**src/rtl/fp_divider_if.sv**
```systemverilog
// Handshake and operand/result bundle between an FPU issue slot and fp_divider.
interface fp_divider_if;
    logic        start;
    logic [31:0] FP1;
    logic [31:0] FP2;
    logic [31:0] result;
    logic        ovf;
    logic        dz;
    logic        busy;
    logic        done;

    modport master (output start, FP1, FP2, input result, ovf, dz, busy, done);
    modport slave  (input start, FP1, FP2, output result, ovf, dz, busy, done);
endinterface

```
**src/rtl/fp_divider.sv**
```systemverilog
// Sequential IEEE-754 single-precision divider: restoring mantissa division, one quotient bit per clock.
// Define FPDIV_ROUND_EN for round-to-nearest-even (one extra quotient bit, one extra cycle); default truncates.
module fp_divider #(
    parameter int BIAS = 127
) (
    input  logic         clk,
    input  logic         reset,
    fp_divider_if.slave  bus
);

`ifdef FPDIV_ROUND_EN
    localparam int QB = 26;
`else
    localparam int QB = 25;
`endif

    typedef enum logic [1:0] {IDLE, DIV, NORM, DONE} state_t;

    state_t              state_reg, state_next;
    logic [4:0]          count_reg;
    logic [31:0]         a_reg, b_reg;
    logic [25:0]         r_reg;
    logic [QB-1:0]       q_reg;
    logic [31:0]         result_reg;
    logic                ovf_reg, dz_reg;
    logic                busy, done;

    logic [25:0]         mb_ext, diff;
    logic                q_bit;

    logic                sign, a_zero, b_zero;
    logic signed [9:0]   e_diff, e_norm, e_fin;
    logic [22:0]         mant, mant_fin;
    logic [31:0]         result_next;
    logic                ovf_next, dz_next;
`ifdef FPDIV_ROUND_EN
    logic                g, st;
    logic [23:0]         mant_inc;
`endif

    assign mb_ext = {2'b00, 1'b1, b_reg[22:0]};
    assign q_bit  = (r_reg >= mb_ext);
    assign diff   = r_reg - mb_ext;

    // State register
    always_ff @(posedge clk) begin
        if (reset)
            state_reg <= IDLE;
        else
            state_reg <= state_next;
    end

    // Next-state logic
    always_comb begin
        state_next = state_reg;
        case (state_reg)
            IDLE:    if (bus.start) state_next = DIV;
            DIV:     if (count_reg == 5'(QB - 1)) state_next = NORM;
            NORM:    state_next = DONE;
            DONE:    state_next = IDLE;
            default: state_next = IDLE;
        endcase
    end

    // FSM outputs
    always_comb begin
        busy = (state_reg != IDLE);
        done = (state_reg == DONE);
    end

    // Datapath: operand capture, quotient iterations, result publication
    always_ff @(posedge clk) begin
        if (reset) begin
            a_reg      <= '0;
            b_reg      <= '0;
            r_reg      <= '0;
            q_reg      <= '0;
            count_reg  <= '0;
            result_reg <= '0;
            ovf_reg    <= 1'b0;
            dz_reg     <= 1'b0;
        end else begin
            case (state_reg)
                IDLE: begin
                    if (bus.start) begin
                        a_reg     <= bus.FP1;
                        b_reg     <= bus.FP2;
                        r_reg     <= {2'b00, 1'b1, bus.FP1[22:0]};
                        q_reg     <= '0;
                        count_reg <= '0;
                        ovf_reg   <= 1'b0;
                        dz_reg    <= 1'b0;
                    end
                end
                DIV: begin
                    // r stays below 2*mb, so the shift never loses a set bit
                    q_reg     <= {q_reg[QB-2:0], q_bit};
                    r_reg     <= (q_bit ? diff : r_reg) << 1;
                    count_reg <= count_reg + 5'd1;
                end
                NORM: begin
                    result_reg <= result_next;
                    ovf_reg    <= ovf_next;
                    dz_reg     <= dz_next;
                end
                default: ;
            endcase
        end
    end

    assign sign   = a_reg[31] ^ b_reg[31];
    assign a_zero = (a_reg[30:23] == 8'd0);
    assign b_zero = (b_reg[30:23] == 8'd0);
    assign e_diff = {2'b00, a_reg[30:23]} - {2'b00, b_reg[30:23]} + 10'(BIAS);

    // Normalise, optionally round, then apply special cases in priority order
    always_comb begin
        if (q_reg[QB-1]) begin
            mant   = q_reg[QB-2:QB-24];
            e_norm = e_diff;
        end else begin
            mant   = q_reg[QB-3:QB-25];
            e_norm = e_diff - 10'sd1;
        end

        mant_fin = mant;
        e_fin    = e_norm;
`ifdef FPDIV_ROUND_EN
        g        = q_reg[QB-1] ? q_reg[1] : q_reg[0];
        st       = (r_reg != 26'd0) | (q_reg[QB-1] & q_reg[0]);
        mant_inc = {1'b0, mant} + 24'd1;
        if (g & (st | mant[0])) begin
            if (mant_inc[23]) begin
                mant_fin = 23'd0;
                e_fin    = e_norm + 10'sd1;
            end else begin
                mant_fin = mant_inc[22:0];
            end
        end
`endif

        result_next = {sign, e_fin[7:0], mant_fin};
        ovf_next    = 1'b0;
        dz_next     = 1'b0;
        if (a_zero && b_zero) begin
            result_next = 32'h7FC0_0000;
            dz_next     = 1'b1;
        end else if (b_zero) begin
            result_next = {sign, 8'hFF, 23'd0};
            dz_next     = 1'b1;
        end else if (a_zero) begin
            result_next = {sign, 31'd0};
        end else if (e_fin >= 10'sd255) begin
            result_next = {sign, 8'hFF, 23'd0};
            ovf_next    = 1'b1;
        end else if (e_fin <= 10'sd0) begin
            result_next = {sign, 31'd0};
        end
    end

    assign bus.result = result_reg;
    assign bus.ovf    = ovf_reg;
    assign bus.dz     = dz_reg;
    assign bus.busy   = busy;
    assign bus.done   = done;

endmodule

```
**src/flat_wrapper.sv**
```systemverilog
// flat-port wrapper written by rule: the top's interface ports become plain ports
module fp_divider_flat 
#(
    parameter int BIAS = 127
)
  (clk, reset, bus_start, bus_FP1, bus_FP2, bus_result, bus_ovf, bus_dz, bus_busy, bus_done);
  fp_divider_if bus_i ();
  input  logic clk;
  input  logic reset;
  input wire logic [$bits(bus_i.start)-1:0] bus_start;
  input wire logic [$bits(bus_i.FP1)-1:0] bus_FP1;
  input wire logic [$bits(bus_i.FP2)-1:0] bus_FP2;
  output wire logic [$bits(bus_i.result)-1:0] bus_result;
  output wire logic [$bits(bus_i.ovf)-1:0] bus_ovf;
  output wire logic [$bits(bus_i.dz)-1:0] bus_dz;
  output wire logic [$bits(bus_i.busy)-1:0] bus_busy;
  output wire logic [$bits(bus_i.done)-1:0] bus_done;
  assign bus_i.start = bus_start;
  assign bus_i.FP1 = bus_FP1;
  assign bus_i.FP2 = bus_FP2;
  assign bus_result = bus_i.result;
  assign bus_ovf = bus_i.ovf;
  assign bus_dz = bus_i.dz;
  assign bus_busy = bus_i.busy;
  assign bus_done = bus_i.done;
  fp_divider #(.BIAS(BIAS)) u_core (.clk(clk), .reset(reset), .bus(bus_i));
endmodule
```
**config.mk**
```make
export PLATFORM = sky130hd
export DESIGN_NAME = fp_divider_flat
export DESIGN_NICKNAME = d
export VERILOG_FILES = /design/src/rtl/fp_divider_if.sv /design/src/rtl/fp_divider.sv /design/src/flat_wrapper.sv
export SDC_FILE = /design/constraint.sdc
export NUM_CORES = 1
export LEC_CHECK = 0
export ABC_AREA = 1
export BUFFER_PORTS_ARGS = -buffer_cell sky130_fd_sc_hd__buf_2
export CORE_UTILIZATION = 25
export CTS_CLUSTER_SIZE = 10
export DETAILED_ROUTE_END_ITERATION = 12
export PLACE_DENSITY = 0.39
export SYNTH_ARGS = -nofsm -noshare
export SYNTH_HDL_FRONTEND = slang
export SYNTH_SLANG_ARGS = --single-unit
```
**constraint.sdc**
```tcl
create_clock -name clk -period 5.3 [get_ports clk]
set_input_delay 0.265 -clock clk [delete_from_list [all_inputs] [get_ports clk]]
set_output_delay 0.265 -clock clk [all_outputs]
set_load 0.05 [all_outputs]
```
* Yosys cells after proc, flatten, opt, wreduce, memory -nomap -nowiden
Cells that the tools add are included.
** Storage, ports and cells
- Memory bits (writable) :: 0
- Latch bits :: 0
- Memory bits (read-only) :: 0
- Memories :: 0
- Bits in registers :: 156
- Output and inout port bits :: 36
- Logic and storage cells :: 61
** Cells by class
- Add/sub/neg operators :: 5
- $mul :: 0
- Bitwise operators :: 1
- Multiplexer cells :: 26
- Order comparisons :: 3
- Equal/unequal tests :: 6
- Shifts and indexed selects :: 0
- Reduce and logical (&&, ||, !) cells :: 11
- Divide/modulo/power cells :: 0
** Operator list (count)
- 31-bit two-way mux :: 4
- 26-bit one-hot mux with 2 select lines :: 1
- 25-bit two-way mux :: 2
- 25-bit one-hot mux with 2 select lines :: 1
- 32-bit two-way mux :: 1
- 26-bit by 24-bit greater-or-equal comparator with 1-bit output :: 1
- 26-bit two-way mux :: 1
- 25-bit by 24-bit subtractor with 25-bit output :: 1
- 23-bit two-way mux :: 1
- 8-bit logical NOT :: 2
- 10-bit by 7-bit adder with 10-bit output, second input constant :: 1
- 10-bit by 9-bit greater-or-equal comparator with 1-bit output, second input constant :: 1
- 10-bit by 1-bit less-or-equal comparator with 1-bit output, second input constant :: 1
- 10-bit two-way mux :: 1
- 5-bit one-hot mux with 2 select lines :: 1
- 10-bit by 2-bit subtractor with 10-bit output, second input constant :: 1
- 8-bit by 8-bit subtractor with 9-bit output :: 1
- 2-bit one-hot mux with 4 select lines :: 1
- 2-bit AND reduction :: 4
- 1-bit two-way mux :: 7
- 2-bit nonzero test :: 3
- 5-bit by 1-bit adder with 5-bit output, second input constant :: 1
- 5-bit == test, second input constant :: 1
- 5-bit two-way mux :: 1
- 9 further kinds :: 12

* Logic depth before layout (Yosys ltp)
Gate-level depths: netlist (run 1).
- Word-level depth :: 10
- Depth in mapped cells :: 24
- Gate-level depth less buffers :: 23

* Worst setup path before layout (run 1)
OpenSTA, ideal clock, no wires.
- Kind :: register to register
- Start point :: register u_core.a_reg[23]
- End point :: register u_core.result_reg[10], in the netlist u_core.bus.result[10]
- Clock period less this slack :: 2.872 ns
- Slack :: 2.428 ns
- Data required time :: 5.235 ns
- Cell stages (with the launch flop) :: 24
- Data arrival time :: 2.807 ns
- Cell sequence :: dfxtp_1 -> inv_1 -> ha_1 -> inv_1 -> fa_1 -> inv_1 -> ha_1 -> inv_1 -> a21oi_2 -> nand3_2 -> nor2_2 -> nand3_2 -> nand2_1 -> nand2_1 -> nand2_1 -> inv_2 -> o21a_1 -> buf_6 -> nand2_8 -> nand2_4 -> buf_6 -> nor2_1 -> nor2_1 -> nor2_1
** Between the ends
- Cells in the longest elaborated chain, start to end :: 10
** RTL lines
- start: declaration :: RTL line fp_divider.sv:21 : logic [31:0] a_reg, b_reg;
- start signal: assignment :: RTL line fp_divider.sv:86 : a_reg <= bus.FP1;
- 8-bit by 8-bit subtractor with 9-bit output :: RTL line fp_divider.sv:114 : assign e_diff = {2'b00, a_reg[30:23]} - {2'b00, b_reg[30:23]} + 10'(BIAS);
- 10-bit by 7-bit adder with 10-bit output :: RTL line fp_divider.sv:114
- 10-bit by 2-bit subtractor with 10-bit output :: RTL line fp_divider.sv:123 : e_norm = e_diff - 10'sd1;
- 10-bit two-way mux :: RTL line fp_divider.sv:118 : if (q_reg[QB-1]) begin
- 10-bit by 1-bit less-or-equal comparator with 1-bit output :: RTL line fp_divider.sv:156 : end else if (e_fin <= 10'sd0) begin
- 31-bit two-way mux :: RTL line fp_divider.sv:156
- 31-bit two-way mux :: RTL line fp_divider.sv:153 : end else if (e_fin >= 10'sd255) begin
- 31-bit two-way mux :: RTL line fp_divider.sv:151 : end else if (a_zero) begin
- 31-bit two-way mux :: RTL line fp_divider.sv:148 : end else if (b_zero) begin
- 32-bit two-way mux * :: RTL line fp_divider.sv:145 : if (a_zero && b_zero) begin
- end signal: assignment :: RTL line fp_divider.sv:102 : result_reg <= result_next;
- end: declaration :: RTL line fp_divider.sv:24 : logic [31:0] result_reg;
Mark *: on every way between the ends. The rest lies on a longest branch, timed or not.
A chain may end at the register's enable or synchronous reset.

* Worst setup path after layout (run 1)
- Start point :: register u_core.a_reg[23]
- End point :: register u_core.result_reg[0], in the netlist u_core.bus.result[0]
Same word-level chain as after synthesis.

==> results of run 1 <==
[power by group through the flow]
stage               clock [µW]  sequential [µW]  combinational (µW)
finish                    1300             1310                3750
global route              1390             1330                4270
global placement             0             1330                3790
floorplan                    0             1400                2930
CTS                       1350             1310                3790
detailed placement           0             1330                3770
[cells by family (layout without fill, tap and decap cells)]
family,count (synthesis),count (layout),share of synthesized area [%]
simple gates,585,585,30.8
compound gates,254,254,17.7
buf+inv,187,271,9.32
flops,133,133,33.2
fa+ha+maj,41,41,6.58
xor+xnor,22,22,2.40
[Yosys cell counts, types with 4 or more instances]
master,instances,area [µm²]
buf_1,7,26.3
nand2_2,7,43.8
a32o_1,5,50.1
dfxtp_1,133,2660
a31oi_1,17,106
buf_6,4,45.0
ha_1,39,488
inv_1,121,454
nand4_1,29,181
nand3_2,4,40.0
a21oi_1,118,591
o21ai_0,78,390
buf_2,10,50.1
clkbuf_1,41,154
nor2_1,154,578
nor4_1,6,37.5
a21o_1,6,45.0
nand2_1,297,1110
o211ai_1,17,128
xnor2_1,8,70.1
xor2_1,14,123
nand3_1,73,365
[layout make-up]
class	count	share of cell area, %
Sequential cell	133	28.0
Timing Repair Buffer	115	6.41
Multi-Input combinational cell	902	48.7
Clock inverter	15	2.14
Tap cell	402	5.30
Clock buffer	17	4.48
Inverter	124	4.90
[through the flow]
step / cell area [µm²] / cells
after CTS: 9490 / 1708
after global routing: 9490 / 1708
after floorplan: 8020 / 1222
after detailed placement: 8860 / 1676
final: 9490 / 1708
after global placement: 8860 / 1676
[worst min-delay path, stage by stage]
cell	delay [ns]
buf_2	0.07
o21ai_0	0.08
nor2_1	0.08
[worst paths after layout]
| check | startpoint | to | slack (ns) | depth (start not counted) |
|---|---|---|---|---|
| worst max-delay path | u_core.a_reg[23]$_SDFFE_PP0P_ | u_core.bus.result[0]$_SDFFE_PP0P_ | 1.90 | 21 |
| worst min-delay path | bus_FP1[31] | u_core.a_reg[31]$_SDFFE_PP0P_ | 0.09 | 3 |
| worst max register to register | u_core.a_reg[23]$_SDFFE_PP0P_ | u_core.bus.result[0]$_SDFFE_PP0P_ | 1.90 | 21 |
| worst min register to register | u_core.b_reg[11]$_SDFFE_PP0P_ | u_core.b_reg[11]$_SDFFE_PP0P_ | 0.47 | 2 |
[per-layer routing]
layer	GRT usage, %	up-vias
met1	19.1	3429
met2	24.8	101
met4	4.85	0
met3	3.00	15
li1	-	4153
met5	0	-
==> impl_metrics.py, run 1 <==
metrics = {
    "outcome": {
        "outcome": "complete, no violations",
    },
    "route": {
        "first_iter_violations": 339,
        "wl_met2_um": 10900,
        "firstDrtPassIters": 5,
        "drc_errors": 0,
        "wl_met3_um": 636,
        "vias": 7698,
        "wl_per_cell_um": 13.9,
        "wl_met1_um": 11900,
        "top_layer": "met4",
        "wl_um": 23700,
        "ant_nets": 0,
        "via_per_inst": 4.51,
    },
    "timing": {
        "relSlewSlack_pct": 41.7,
        "fin_ws_ns": 1.90,
        "finalHoldViolCount": 0,
        "worst_slew_pin_slew_ns": 0.875,
        "fin_hold_ws_ns": 0.0870,
        "min_period_ns": 3.40,
        "tns_ns": 0,
        "max_freq_ghz": 0.294,
        "rsz0062_at_grt": "no",
        "slew_violations": 0,
        "period_share_pct": 64.2,
        "skew_ns": 0.00997,
        "setup_viol": 0,
    },
    "floorplan": {
        "initial_core_util_pct": 25.4,
        "die_x_um": 181,
        "core_area_mm2": 0.0316,
        "dieArea_mm2": 0.0328,
        "pin_count": 103,
        "row_count": 65,
        "die_y_um": 181,
    },
    "clock_tree": {
        "root_buffer": "clkbuf_16",
        "cts.path.max_buffers": 2,
        "numCtsBuffers": 17,
        "clock_latency_ns": 0.45,
        "cts_tree": "done",
        "cts_resized": 0,
        "cts_setup_buffers": 0,
        "cts_hold_buf": 0,
        "clkTransAtPathRegs_ns": 0.06,
        "htreeDepth": 4,
        "clock-sinks": 133,
    },
    "grt": {
        "antenna_found_initial": 0,
        "grtUsageTotal_pct": 14.9,
        "grt_first_pass_wirelength_um": 38700,
        "grt_max_degree": 76,
        "first_global_vias": 7551,
        "grt.overflow.total": 0,
    },
    "placed_design": {
        "place_ws_ns": 1.85,
        "dp_hpwl_um": 17100,
        "port_buffers": 102,
        "gp_congestion": 0.757,
    },
    "worst_setup_path": {
        "cp_cell_sequence": "inv_1 > ha_1 > inv_1 > fa_1 > inv_1 > ha_1 > inv_1 > a21oi_2 > nand3_2 > nor2_2 > nand2_1 > nand2_1 > nand2_1 > nand3_1 > o21a_1 > buf_4 > nand2_8 > nand2_4 > nor2_1 > nor2_1 > nor2_1",
        "cp.arrival_ns": 3.70,
        "cp_slowest_stage_delay_ns": 0.42,
        "critical-path-top-delay-family": "simple AND/OR/NAND/NOR gates",
        "worst-setup-path-type": "flip-flop to flip-flop",
        "cp-start-kind": "flip-flop",
        "cpMostUsedCell": "inv_1",
        "worstPathMaxFanout": 33,
        "cp_num_buf_inv": 5,
        "end_kind": "flip-flop",
        "cp_slowest_cell": "fa_1",
        "worst_ep_required_time_ns": 5.59,
    },
    "final_layout": {
        "multiInputGateArea_mm2": 0.00463,
        "syn_to_final_growth_pct": 18.3,
        "final_cell_mix": "nand2_1, nor2_1, dfxtp_1",
        "final_core_util_pct": 30.1,
        "finalNetCount": 1401,
        "drive_gt1_share_pct": 13.3,
        "seqCellArea_mm2": 0.00266,
        "antenna_cells": 0,
        "fillers": 3527,
        "final_common_cell": "nand2_1",
    },
    "yosys": {
        "synth.avg_cell_area_um2": 6.57,
        "synthArstFlopShare_pct": 0,
        "synth_warnings": 0,
        "synth_cell_types": 41,
        "synthCells": 1222,
        "syn_nets": 1330,
        "syn_area_mm2": 0.00802,
        "synth_seq_area_share_pct": 33.2,
        "synthFlopType": "dfxtp_1",
        "synth-edff-count": 0,
        "yosys_register_bits": 133,
    },
    "power": {
        "finalPower_uw": 6350,
        "p_int_uw": 3160,
        "power_switching_share_pct": 50.3,
        "power_density_mw_per_mm2": 669,
        "p_leak_uw": 0.00421,
        "clock_power_share_pct": 20.4,
        "ir_worst_vdd_mv": 0.279,
        "combPwrFrac_pct": 59.0,
        "switchingPower_uw": 3190,
        "power_frac_seq_pct": 20.6,
    },
    "flow_run": {
        "cap_violations": 0,
    },
    "worst_hold_path": {
        "hp-class": "input pin to flip-flop",
    },
}
Power figures use the tool's default switching activity.
==> inputs of run 2 (changes only) <==
- PLACE_DENSITY: 0.39 -> 0.4
- clock period: 5.3 -> 2.7 ns (I/O delays scaled with it)
==> impl_metrics.py, run 2 (synthesis gave the netlist of run 1 again) <==
metrics = {
    "outcome": {
        "outcome": "complete, but fails checks",
        "violations": "setup timing",
    },
    "flow_run": {
        "cap_violations": 0,
    },
    "worst_setup_path": {
        "cp-start-kind": "flip-flop",
        "r2r-start": "u_core.a_reg[23]$_SDFFE_PP0P_",
        "critical-path-top-delay-family": "simple AND/OR/NAND/NOR gates",
        "end_kind": "flip-flop",
        "cp_cell_sequence": "inv_2 > ha_4 > inv_2 > fa_2 > inv_2 > ha_4 > inv_4 > a21oi_4 > nand3_2 > nor2_4 > nand3_1 > nand2_2 > nand2_2 > nor2_2 > nand2_1 > nand2_2 > nand3_4 > clkbuf_16 > nand4_1 > nor2_1 > nor2_1 > nor2_1",
        "worst-setup-path-type": "flip-flop to flip-flop",
        "worstPathMaxFanout": 15,
        "reg2reg_setup_slack_ns": -0.33,
        "worst_ep_required_time_ns": 2.99,
        "cp_slowest_stage_delay_ns": 0.42,
        "cp.depth": 22,
        "cp.arrival_ns": 3.32,
        "cp_num_buf_inv": 5,
        "cp_slowest_cell": "fa_2",
        "r2r-end": "u_core.bus.result[11]$_SDFFE_PP0P_",
        "r2r_cells": 22,
    },
    "timing": {
        "skew_ns": 0.0124,
        "rsz0062_at_grt": "yes",
        "fin_hold_ws_ns": 0.0129,
        "relSlewSlack_pct": 41.0,
        "period_share_pct": 112,
        "max_freq_ghz": 0.330,
        "min_period_ns": 3.03,
        "setup_viol": 30,
        "finalHoldViolCount": 0,
        "slew_violations": 0,
        "worst_slew_pin_slew_ns": 0.885,
        "fin_ws_ns": -0.329,
    },
    "final_layout": {
        "drive_gt1_share_pct": 21.3,
        "finalNetCount": 1507,
        "final_core_util_pct": 33.9,
        "fillers": 3527,
        "final_cell_mix": "nand2_1, nor2_1, dfxtp_1",
        "antenna_cells": 0,
        "syn_to_final_growth_pct": 33.4,
        "final_common_cell": "nand2_1",
    },
    "clock_tree": {
        "htreeDepth": 4,
        "cts_tree": "done",
        "clkTransAtPathRegs_ns": 0.07,
        "root_buffer": "clkbuf_16",
        "numCtsBuffers": 17,
        "cts.path.max_buffers": 2,
        "clock-sinks": 133,
        "clock_latency_ns": 0.44,
    },
    "grt": {
        "grt_max_degree": 75,
        "top_usage_layer": "met2",
        "antenna_found_initial": 0,
        "grt.overflow.total": 0,
        "grtUsageTotal_pct": 15.0,
        "grtUsageMet2_pct": 24.6,
        "first_global_vias": 7684,
        "grt_use_met3_pct": 2.96,
        "grt_first_pass_wirelength_um": 39500,
        "use_met1_pct": 20.1,
    },
    "worst_hold_path": {
        "hold_end": "u_core.b_reg[26]$_SDFFE_PP0P_",
        "whs_path_depth": 3,
        "hp-class": "input pin to flip-flop",
        "hold_start": "bus_FP2[26]",
    },
    "route": {
        "ant_nets": 0,
        "vias": 8174,
        "firstDrtPassIters": 5,
        "first_iter_violations": 342,
        "wl_um": 25100,
        "wl_per_cell_um": 13.8,
        "drc_errors": 0,
        "via_per_inst": 4.51,
    },
    "placed_design": {
        "port_buffers": 102,
        "place_ws_ns": -0.357,
        "dp_hpwl_um": 17400,
        "gp_congestion": 0.786,
    },
    "floorplan": {
        "pin_count": 103,
        "die_x_um": 181,
        "die_y_um": 181,
        "initial_core_util_pct": 25.4,
        "core_area_mm2": 0.0316,
        "dieArea_mm2": 0.0328,
        "row_count": 65,
    },
    "power": {
        "power_density_mw_per_mm2": 1360,
        "ir_worst_vdd_mv": 0.538,
        "p_leak_uw": 0.00474,
    },
}
run 2: cell count changes in the layout (fill, tap and decap cells not counted), moves of 7 or more:
cell / delta
nand2_2: +10
ha_1: -7
inv_1: -7
dlygate4sd3_1: +34
nor2_1: -9
buf_4: +60
nand2_1: -12
run 2: final cells by class:
cell class | instances | area [µm²] | area share [%]
multi-input combinational | 902 | 4900 | 45.8
sequential | 133 | 2670 | 24.9
timing repair buffer | 221 | 1610 | 15.1
tap | 402 | 503 | 4.70
inverter | 124 | 468 | 4.37
clock buffer | 20 | 457 | 4.27
clock inverter | 12 | 96.3 | 0.900
run 2: repair_timing:
action / 4_1_cts / 5_1_grt
setup endpoints to repair: 54 / 56
hold endpoints to repair: 34 / 0
setup buffers: 11 / 3
hold buffers: 34 / 0
pin swaps: 26 / 11
cloned: 2 / 3
gates resized for setup: 25 / 44
run 2: stage by stage:
step	instance area [µm²]	total power (µW)	cells	TNS (ns)
finish	10700	14500	1814	-8.66
global placement	9370	11300	1731	-12.07
CTS	10500	14200	1810	-6.88
floorplan	8060	8580	1222	-1.84
detailed placement	9370	11300	1731	-11.51
global route	10700	15900	1814	-15.28
run 2: worst max path at each step:
| stage | slack (ns) | startpoint | endpoint |
|---|---|---|---|
| 2_1_floorplan | -0.08 | u_core.a_reg[23]$_SDFFE_PP0P_ | u_core.bus.result[11]$_SDFFE_PP0P_ |
| 3_3_place_gp | -0.39 | u_core.a_reg[23]$_SDFFE_PP0P_ | u_core.bus.result[11]$_SDFFE_PP0P_ |
| 3_5_place_dp | -0.36 | u_core.a_reg[23]$_SDFFE_PP0P_ | u_core.bus.result[22]$_SDFFE_PP0P_ |
| 4_1_cts | -0.27 | u_core.a_reg[23]$_SDFFE_PP0P_ | u_core.bus.result[21]$_SDFFE_PP0P_ |
| 5_1_grt | -0.53 | u_core.a_reg[23]$_SDFFE_PP0P_ | u_core.bus.result[21]$_SDFFE_PP0P_ |
| 6_report | -0.33 | u_core.a_reg[23]$_SDFFE_PP0P_ | u_core.bus.result[11]$_SDFFE_PP0P_ |
run 2: worst min-delay path, delay by kind of cell:
kind	cells	cell delay (ns)
compound gates	2	0.20
buf+inv	1	0.07
run 2: metal layers:
layer	wire length, µm	vias to the layer above
met4	227	0
li1	-	4361
met5	0	-
met3	718	18
met2	11600	124
met1	12500	3671
run 2: power by group:
group | internal (µW) | switching (µW) | total [µW]
clock network | 1240 | 992 | 2230
logic | 3890 | 5830 | 9720
registers | 2340 | 229 | 2570
total | 7470 | 7050 | 14500
==> inputs of run 3 (changes only) <==
- ABC_AREA: 1 -> default
- CAP_MARGIN: default -> 20
- PLACE_DENSITY: 0.4 -> 0.41
==> impl_metrics.py, run 3 <==
metrics = {
    "worst_setup_path": {
        "worst-setup-path-type": "flip-flop to flip-flop",
        "cp-start-kind": "flip-flop",
        "cp_slowest_cell": "fa_1",
        "worstPathMaxFanout": 15,
        "r2r-start": "u_core.a_reg[23]$_SDFFE_PP0P_",
        "worst_ep_required_time_ns": 3.06,
        "startpoint": "u_core.a_reg[23]$_SDFFE_PP0P_",
        "cp_cell_sequence": "inv_2 > ha_4 > inv_2 > fa_1 > inv_2 > ha_4 > or3b_4 > nor2_4 > nor2_2 > or3_4 > and4_1 > a41o_2 > o21ai_2 > o31a_2 > nand3b_4 > buf_12 > o21ai_2",
        "cpMostUsedCell": "inv_2",
        "cp.arrival_ns": 3.88,
        "cp_slowest_stage_delay_ns": 0.50,
        "end_kind": "flip-flop",
    },
    "placed_design": {
        "place_area_mm2": 0.00964,
        "gp_congestion": 0.773,
        "placed_cells": 1534,
        "dp_hpwl_um": 17200,
        "port_buffers": 102,
    },
    "floorplan": {
        "pin_count": 103,
        "die_x_um": 177,
        "die_y_um": 177,
        "row_count": 63,
        "initial_core_util_pct": 25.6,
        "core_area_mm2": 0.0299,
        "dieArea_mm2": 0.0313,
    },
    "final_layout": {
        "stdcell_area_mm2": 0.0113,
        "drive_gt1_share_pct": 33.6,
        "syn_to_final_growth_pct": 47.3,
        "finalNetCount": 1337,
        "final_common_cell": "buf_4",
        "antenna_cells": 0,
        "fin_cells": 1632,
        "final_cell_mix": "buf_4, nand2_1, dfxtp_1",
    },
    "power": {
        "power_switching_share_pct": 44.2,
        "clock_power_share_pct": 14.7,
        "ir_worst_vdd_mv": 0.589,
        "p_leak_uw": 0.00466,
        "finalPower_uw": 15600,
        "combPwrFrac_pct": 69.0,
        "p_int_uw": 8740,
        "power_density_mw_per_mm2": 1390,
        "switchingPower_uw": 6910,
        "power_frac_seq_pct": 16.3,
    },
    "timing": {
        "period_share_pct": 130,
        "setup_viol": 42,
        "max_freq_ghz": 0.284,
        "skew_ns": 0.0130,
        "worst_slew_pin_slew_ns": 0.645,
        "rsz0062_at_grt": "yes",
        "min_period_ns": 3.52,
        "finalHoldViolCount": 0,
        "slew_violations": 0,
        "fin_ws_ns": -0.820,
        "relSlewSlack_pct": 56.8,
    },
    "outcome": {
        "violations": "setup timing",
        "outcome": "complete, but fails checks",
    },
    "route": {
        "ant_nets": 0,
        "vias": 7680,
        "via_per_inst": 4.71,
        "firstDrtPassIters": 4,
        "drc_errors": 0,
        "first_iter_violations": 267,
        "wl_um": 24400,
        "wl_per_cell_um": 15.0,
    },
    "clock_tree": {
        "cts_tree": "done",
        "root_buffer": "clkbuf_16",
        "clock_latency_ns": 0.43,
        "cts.path.max_buffers": 2,
        "htreeDepth": 4,
        "clkTransAtPathRegs_ns": 0.07,
        "clock-sinks": 133,
        "numCtsBuffers": 17,
    },
    "worst_hold_path": {
        "hp-class": "input pin to flip-flop",
        "hold_start": "bus_FP1[4]",
    },
    "grt": {
        "grt_first_pass_wirelength_um": 40400,
        "first_global_vias": 7862,
        "antenna_found_initial": 0,
        "grt_max_degree": 42,
        "grtUsageTotal_pct": 16.3,
        "grt.overflow.total": 0,
    },
    "yosys": {
        "synth_area_leader_cell": "dfxtp_1",
        "synthCells": 949,
        "syn_nets": 1057,
        "synth_common_cells": "nand2_1, dfxtp_1, a21oi_1, nor2_1",
        "synth.most_common_cell": "nand2_1",
        "synth.avg_cell_area_um2": 8.06,
        "ys_top_cells_by_area": "dfxtp_1, nand2_1, ha_1",
        "synth_warnings": 0,
        "synth_cell_types": 75,
        "synth_top_area_share_pct": 34.8,
        "synth-edff-count": 0,
        "synthArstFlopShare_pct": 0,
        "synth_seq_area_share_pct": 34.8,
        "yosys_register_bits": 133,
        "syn_area_mm2": 0.00765,
        "synthFlopType": "dfxtp_1",
    },
    "flow_run": {
        "cap_violations": 0,
    },
}
[run 3: changes by cell type after synthesis, sizes merged, moves of 14 or more]
cell    before  now
buf         22    8
nor3         3   18
a22oi        0   50
nand3       77    8
nand2      306  142
o211ai      17    3
mux2i        0   27
nor2       157   82
a21oi      121   93
o22ai        0   18
nand4       29    5
o21ai       79   55
inv        123   50
[run 3: routing by layer]
layer	GRT usage [%]	vias to the layer above	routed length, µm
met3	2.17	13	586
li1	-	3943	-
met1	20.7	3626	11600
met5	0	-	0
met2	28.6	98	12000
met4	4.27	0	231
[run 3: worst max-delay path: cells and delay by family (launching register included)]
kind | cells | cell delay, ns
compound gates | 4 | 0.68
buf+inv | 4 | 0.33
fa+ha+maj | 3 | 0.87
simple gates | 6 | 1.24
flops | 1 | 0.33
[run 3: power by group through the flow]
stage / clock, µW / combinational, µW / sequential, µW
floorplan: 0 / 5350 / 2710
global placement: 0 / 9030 / 2570
detailed placement: 0 / 9010 / 2570
CTS: 2390 / 10600 / 2540
global route: 2470 / 11800 / 2590
finish: 2310 / 10800 / 2540
[run 3: timing repair]
item | 4_1_cts | 5_1_grt
pin swaps | 54 | 39
setup endpoints to repair | 57 | 58
hold buffers | 45 | 0
endpoints found under the hold margin | 45 | 0
gates cloned | 3 | 0
setup buffers | 19 | 5
gates resized for setup | 81 | 33
[run 3: cell type report]
type                            instances  area [µm²]
Inverter                               50         188
Fill cell                            3154       18600
Clock buffer                           18         439
Tap cell                              390         488
Timing Repair Buffer                  314        2400
Clock inverter                         14         131
Multi-Input combinational cell        713        4950
Sequential cell                       133        2670
[run 3: logic make-up (layout without fill, tap and decap cells)]
logic type	count (synthesis)	count (layout)	synth area share, %
AO/OA/AOI/OAI	304	304	26.9
adder cells (fa/ha/maj)	41	41	6.90
flip-flops	133	133	34.8
XOR/XNOR	33	33	4.02
buffers and inverters	103	396	5.62
multiplexers	29	29	3.83
AND/OR/NAND/NOR	306	306	17.9
[run 3: per-stage QoR]
step	util [%]	setup TNS (ns)	worst slack, ns	hold WS (ns)
global route	37.7	-31.71	-0.954	0.0228
global placement	32.3	-29.66	-0.847	0.378
detailed placement	32.3	-29.69	-0.848	0.382
floorplan	-	-22.72	-0.793	0.263
CTS	37.4	-25.97	-0.815	0.00316
finish	37.7	-24.75	-0.820	0.00955
[run 3: path summary, 6_finish.rpt]
path	end	slack [ns]	cells past startpoint
worst max register to register	u_core.bus.result[10]$_SDFFE_PP0P_	-0.82	17
worst max-delay path	u_core.bus.result[10]$_SDFFE_PP0P_	-0.82	17
worst min-delay path	u_core.r_reg[4]$_SDFFE_PP0P_	0.01	3
worst min register to register	u_core.r_reg[25]$_SDFFE_PP0P_	0.45	2
